<file path="src/rtl/imem_port_arbiter.sv">
// Two-requester arbiter for the single-port synchronous instruction RAM.
// M1 (data/loader) has priority; a starvation counter boosts M0 (fetch) to guarantee progress.
module imem_port_arbiter #(
  parameter int ADDR_W     = 32,
  parameter int DATA_W     = 32,
  parameter int STARVE_MAX = 4
) (
  input  logic              clk,
  input  logic              reset,
  input  logic              m0_req,
  input  logic [ADDR_W-1:0] m0_addr,
  input  logic              m0_cancel,
  output logic              m0_addr_ok,
  output logic              m0_data_ok,
  output logic [DATA_W-1:0] m0_rdata,
  input  logic              m1_req,
  input  logic [3:0]        m1_wen,
  input  logic [ADDR_W-1:0] m1_addr,
  input  logic [DATA_W-1:0] m1_wdata,
  output logic              m1_addr_ok,
  output logic              m1_data_ok,
  output logic [DATA_W-1:0] m1_rdata,
  output logic              ram_en,
  output logic [3:0]        ram_wen,
  output logic [ADDR_W-1:0] ram_addr,
  output logic [DATA_W-1:0] ram_wdata,
  input  logic [DATA_W-1:0] ram_rdata
);

  typedef enum logic {
    PRIO_M1  = 1'b0,
    BOOST_M0 = 1'b1
  } state_e;

  localparam logic [3:0] STARVE_LIM = 4'(STARVE_MAX);

  state_e     state_q, state_d;
  logic [3:0] starve_cnt_q, starve_cnt_d;
  logic       resp_vld_q, resp_vld_d;
  logic       resp_id_q, resp_id_d;
  logic       resp_drop_q, resp_drop_d;
  logic       gnt_m0, gnt_m1;

  // NOTE: sequential state uses non-blocking assignments so every flop samples pre-edge values.
  always_ff @(posedge clk or negedge reset) begin
    if (!reset) begin
      state_q      <= PRIO_M1;
      starve_cnt_q <= '0;
      resp_vld_q   <= 1'b0;
      resp_id_q    <= 1'b0;
      resp_drop_q  <= 1'b0;
    end else begin
      state_q      <= state_d;
      starve_cnt_q <= starve_cnt_d;
      resp_vld_q   <= resp_vld_d;
      resp_id_q    <= resp_id_d;
      resp_drop_q  <= resp_drop_d;
    end
  end

  // Grant decode; held off while reset is asserted so nothing is accepted during reset.
  always_comb begin
    // NOTE: defaults first so no path through the block leaves a signal unassigned (no latches).
    gnt_m0 = 1'b0;
    gnt_m1 = 1'b0;
    if (reset) begin
      unique case (state_q)
        PRIO_M1: begin
          if (m1_req)      gnt_m1 = 1'b1;
          else if (m0_req) gnt_m0 = 1'b1;
        end
        BOOST_M0: begin
          if (m0_req)      gnt_m0 = 1'b1;
          else if (m1_req) gnt_m1 = 1'b1;
        end
        default: ;
      endcase
    end
  end

  always_comb begin
    starve_cnt_d = '0;
    if (m0_req && !gnt_m0) begin
      starve_cnt_d = (starve_cnt_q >= STARVE_LIM) ? STARVE_LIM : starve_cnt_q + 4'd1;
    end
  end

  // Entering BOOST_M0 on the counter's next value lets M0 win the very next cycle.
  always_comb begin
    state_d = state_q;
    unique case (state_q)
      PRIO_M1:  if (starve_cnt_d == STARVE_LIM) state_d = BOOST_M0;
      BOOST_M0: if (gnt_m0 || !m0_req)          state_d = PRIO_M1;
      default:  state_d = PRIO_M1;
    endcase
  end

  always_comb begin
    resp_vld_d  = gnt_m0 | gnt_m1;
    resp_id_d   = gnt_m1;
    resp_drop_d = gnt_m0 & m0_cancel;
  end

  assign m0_addr_ok = gnt_m0;
  assign m1_addr_ok = gnt_m1;

  assign ram_en    = gnt_m0 | gnt_m1;
  assign ram_wen   = gnt_m1 ? m1_wen : 4'b0000;
  assign ram_addr  = gnt_m1 ? m1_addr : m0_addr;
  assign ram_wdata = gnt_m1 ? m1_wdata : '0;

  // A cancel landing on the response cycle itself still kills the fetch.
  assign m0_data_ok = resp_vld_q & ~resp_id_q & ~resp_drop_q & ~m0_cancel;
  assign m1_data_ok = resp_vld_q & resp_id_q;
  assign m0_rdata   = ram_rdata;
  assign m1_rdata   = ram_rdata;

endmodule

</file>
<file path="config.mk">
export PLATFORM = sky130hd
export DESIGN_NAME = imem_port_arbiter
export DESIGN_NICKNAME = d
export VERILOG_FILES = /design/src/rtl/imem_port_arbiter.sv
export SDC_FILE = /design/constraint.sdc
export NUM_CORES = 1
export LEC_CHECK = 0
export ABC_AREA = 1
export BUFFER_PORTS_ARGS = -buffer_cell sky130_fd_sc_hd__buf_2
export CAP_MARGIN = 30
export CELL_PAD_IN_SITES_DETAIL_PLACEMENT = 1
export CELL_PAD_IN_SITES_GLOBAL_PLACEMENT = 2
export CORE_ASPECT_RATIO = 1.25
export CORE_MARGIN = 10
export CORE_UTILIZATION = 10
export DETAILED_ROUTE_END_ITERATION = 8
export PLACE_DENSITY_LB_ADDON = 0.1
export SETUP_SLACK_MARGIN = 0.3
export SLEW_MARGIN = 15
export SYNTH_ARGS = -nofsm -noshare
export SYNTH_HDL_FRONTEND = slang
export SYNTH_SLANG_ARGS = --single-unit
</file>
<file path="constraint.sdc">
create_clock -name clk -period 1 [get_ports clk]
set_input_delay 0.1 -clock clk [delete_from_list [all_inputs] [get_ports clk]]
set_output_delay 0.1 -clock clk [all_outputs]
set_load 0.02 [all_outputs]
</file>
==> flow_summary.rst <==
.. list-table::
   :header-rows: 1

   * - Metric
     - Value
   * - Total clock buffers created by CTS
     - 3
   * - Placement row count
     - 50
   * - Worst setup path startpoint
     - state_q$_DFF_PN0_
   * - Multi-input combinational cell area
     - between 900 and 1000 um2
   * - RSZ-0062 raised after global routing
     - true
   * - Yosys warnings
     - 0
   * - Worst Reg2Reg Path Length in Cells
     - 8
   * - Run status
     - complete, but fails checks
   * - Hold Fails Final Rpt
     - 8
   * - Startpoint-to-endpoint class of the critical path
     - flip-flop to output pin
   * - First drt pass iteration count
     - 2
   * - Launching point of the worst reg2reg path
     - state_q$_DFF_PN0_
   * - Routability Congestion
     - 0.6789
   * - Initial antenna violation count
     - 0
   * - Fmax achieved
     - 0.6586 GHz
   * - Per-instance average area after synthesis
     - approximately 5.4 um2
   * - Max VDD drop
     - between 300 and 400 uV
   * - Critical path endpoint
     - ram_addr[23]
   * - Count of buffers inserted at the top-level ports
     - ~180
   * - Dpl hpwl
     - around 6800 um
   * - Crit path arrival time
     - between 1 and 1.5 ns
   * - Share of the yosys chip area belonging to registers
     - around an eighth
   * - Per-cell via count in the routed design
     - around 3.5
   * - Wire length of the first global-routing pass
     - 11780 um
   * - Via count of the first global-routing pass
     - ~2.2k
   * - All-Layer GR Usage
     - 7.337%
   * - Number of storage elements in the synthesis netlist
     - 8
   * - Area growth, synth to finish
     - 104.0%
   * - Maximum level of the CTS H-tree
     - 1
   * - Max-cap check violation count
     - 0
   * - Number of slew-limit violations in the final report
     - 0
   * - Failing checks
     - negative hold slack, negative setup slack
   * - Die outline area
     - ~20000 um2
   * - Count of nets after finishing
     - ~540
   * - Number of cells in the design after placement
     - between 500 and 600
   * - Via count
     - roughly 2k
   * - Root buf cell
     - sky130_fd_sc_hd__clkbuf_16
   * - Core footprint
     - roughly 15000 um2
   * - Ports
     - around 270
   * - Later-pin clock latency in the skew report
     - 0.23 ns
   * - Syn_nets
     - about 420
   * - Maximum count of clock buffers along a single path
     - 2
   * - Total power density per cell area
     - just over 800 nW/um2
   * - Worst hold margin
     - -0.1539 ns
   * - Combined area of all synthesized cells
     - between 1500 and 2000 um2
   * - Gate Count Post-Synth
     - approximately 280
   * - Endpoint of the worst register-to-register path
     - state_q$_DFF_PN0_
   * - Synth cell types
     - 15
   * - Fraction of the core area covered by cells at the end of the flow
     - between 20% and 30%
   * - FF/Latch Area
     - ~200 um2
   * - Largest net degree at the start of global routing
     - 40
   * - Number of nets still failing antenna checks after routing
     - 0
   * - DRC violation count after routing
     - 0
   * - Reg clk slew, reported paths
     - 0.04 ns
   * - Share of final-layout standard cells stronger than drive strength 1
     - 67.16%
   * - Post-route cell area
     - 3094 um2
   * - Fill cell instance count of the final layout
     - between 1.5k and 2k
   * - Leak
     - between 1.5 and 2 nW
   * - # clock sinks
     - 8
   * - Setup Skew
     - just under 0.0007 ns
   * - Total gr overflow
     - 0
   * - Placed cell areas
     - approximately 2500 um2
   * - Worst hold path class
     - input port to asynchronous set/reset pin
   * - Diode insertion count for antenna repair
     - 0
   * - Die height
     - roughly 160 um
   * - Launching element type of the critical path
     - flip-flop
   * - Largest fanout on the critical path
     - 8
   * - Post-route minimum period
     - between 1.5 and 2 ns
   * - Nature of the critical path endpoint
     - output pin
   * - Setup slack after layout
     - -0.5185 ns
   * - Average detailed-routed wire length per instance
     - about 14 um
   * - Initial standard-cell utilization of the core
     - between 10 and 15%
   * - TritonCTS clock tree
     - yes
   * - Total negative slack
     - -32.96 ns
   * - Number of standard cells in the layout, taps in and fillers out
     - 584
   * - Initial DRC Count
     - 24
   * - Horizontal die dimension
     - roughly 130 um
   * - Data required time of the critical path
     - ~0.9 ns
   * - Part of the cycle the worst path needs
     - 151.8%
   * - FF-to-FF setup slack
     - -0.27 ns
   * - Detailed Route WL
     - just over 8000 um
   * - Setup Viol. Count Final
     - a little under 80
==> layout make-up <==
cell class | count | share of cell area (%)
clock buffer | 3 | 2.426
inverter | 45 | 5.782
multi-input combinational | 154 | 31.01
sequential | 8 | 6.470
tap | 182 | 7.359
timing repair buffer | 192 | 46.95
==> routing by layer <==
layer  wire (um)  global-route usage, %  vias to the layer above
li1            -                      -                      979
met1        2431                  6.118                      903
met2        4423                  14.06                      121
met3        1176                  3.916                       18
met4         148                  2.736                        0
met5           0                      0                        -
==> stage by stage <==
step                      power, mW  hold slack [ns]  setup WS (ns)
final                         2.532          -0.1539        -0.5185
after global routing          2.697          -0.1379        -0.5934
after CTS                     2.563          -0.1488        -0.5590
after detailed placement      1.549          0.09139        -0.4121
after global placement        1.552          0.09738        -0.3959
after floorplan               1.419          -0.1956        -0.1195
==> cells in the final DEF, fill, tap and decap left out, types with 3 or more instances in the layout <==
cell,netlist,layout
sky130_fd_sc_hd__buf_16,0,3
sky130_fd_sc_hd__buf_2,5,106
sky130_fd_sc_hd__buf_4,68,31
sky130_fd_sc_hd__buf_6,1,49
sky130_fd_sc_hd__clkbuf_16,0,3
sky130_fd_sc_hd__dfrtp_1,8,8
sky130_fd_sc_hd__inv_1,44,40
sky130_fd_sc_hd__inv_2,1,3
sky130_fd_sc_hd__nand2_1,106,54
sky130_fd_sc_hd__nand2_2,0,31
sky130_fd_sc_hd__nand2_4,0,21
sky130_fd_sc_hd__nor2_1,40,27
sky130_fd_sc_hd__nor2_2,0,4
sky130_fd_sc_hd__nor2_4,0,9
==> worst min path at each step <==
stage                     slack (ns)  cells past startpoint  start                   endpoint
after floorplan                -0.20                      0  reset      resp_drop_q$_DFF_PN0_
after detailed placement        0.09                      2  reset          state_q$_DFF_PN0_
after global routing           -0.14                      2  reset       resp_vld_q$_DFF_PN0_
after global placement           0.1                      2  reset          state_q$_DFF_PN0_
after CTS                      -0.15                      2  reset  starve_cnt_q[0]$_DFF_PN0_
final                          -0.15                      2  reset       resp_vld_q$_DFF_PN0_
==> cells by family after synthesis <==
kind of cell	Yosys count	share of synthesized area, %
adders and majority gates	1	0.8250
other	1	0.2473
DFF	8	13.20
and+or+nand+nor	150	37.87
buffers and inverters	119	47.19
AOI/OAI and AO/OA	2	0.6601
==> synthesized netlist by cell type (all sizes together) <==
cell     n  area, um2
nand4    1      6.260
dfrtp    8      200.2
a21oi    2      10.01
nor3     1      5.000
conb     1      3.750
nor2    40      150.1
nand2  106      397.9
nand3    2      15.01
ha       1      12.51
inv     45      168.9
buf     74      546.8
==> registers in the layout, indices dropped and copies added, names as in the netlist <==
name and count:
resp_drop_q 1, state_q 1, resp_id_q 1, resp_vld_q 1, starve_cnt_q 4
==> power by group <==
part           internal [mW]  switching [mW]  total, mW
sequential             0.346          0.0124      0.358
combinational          0.715           0.789       1.50
clock                  0.515           0.154      0.669
==> worst max-delay path, cell delays in order (launching register included) <==
cell,delay [ns]
sky130_fd_sc_hd__dfrtp_1,0.38
sky130_fd_sc_hd__nand2_2,0.08
sky130_fd_sc_hd__nand3_4,0.13
sky130_fd_sc_hd__inv_8,0.11
sky130_fd_sc_hd__buf_12,0.10
sky130_fd_sc_hd__buf_16,0.14
sky130_fd_sc_hd__nand2_4,0.06
sky130_fd_sc_hd__nand2_4,0.06
sky130_fd_sc_hd__buf_6,0.11
==> what timing repair did <==
item	CTS	global route
buffers inserted	5	1
resized for setup	135	10
cloned	2	0
endpoints found under the setup margin	80	80
endpoints found under the hold margin	8	8
pin swaps	4	8
Power figures use the tool's default switching activity.
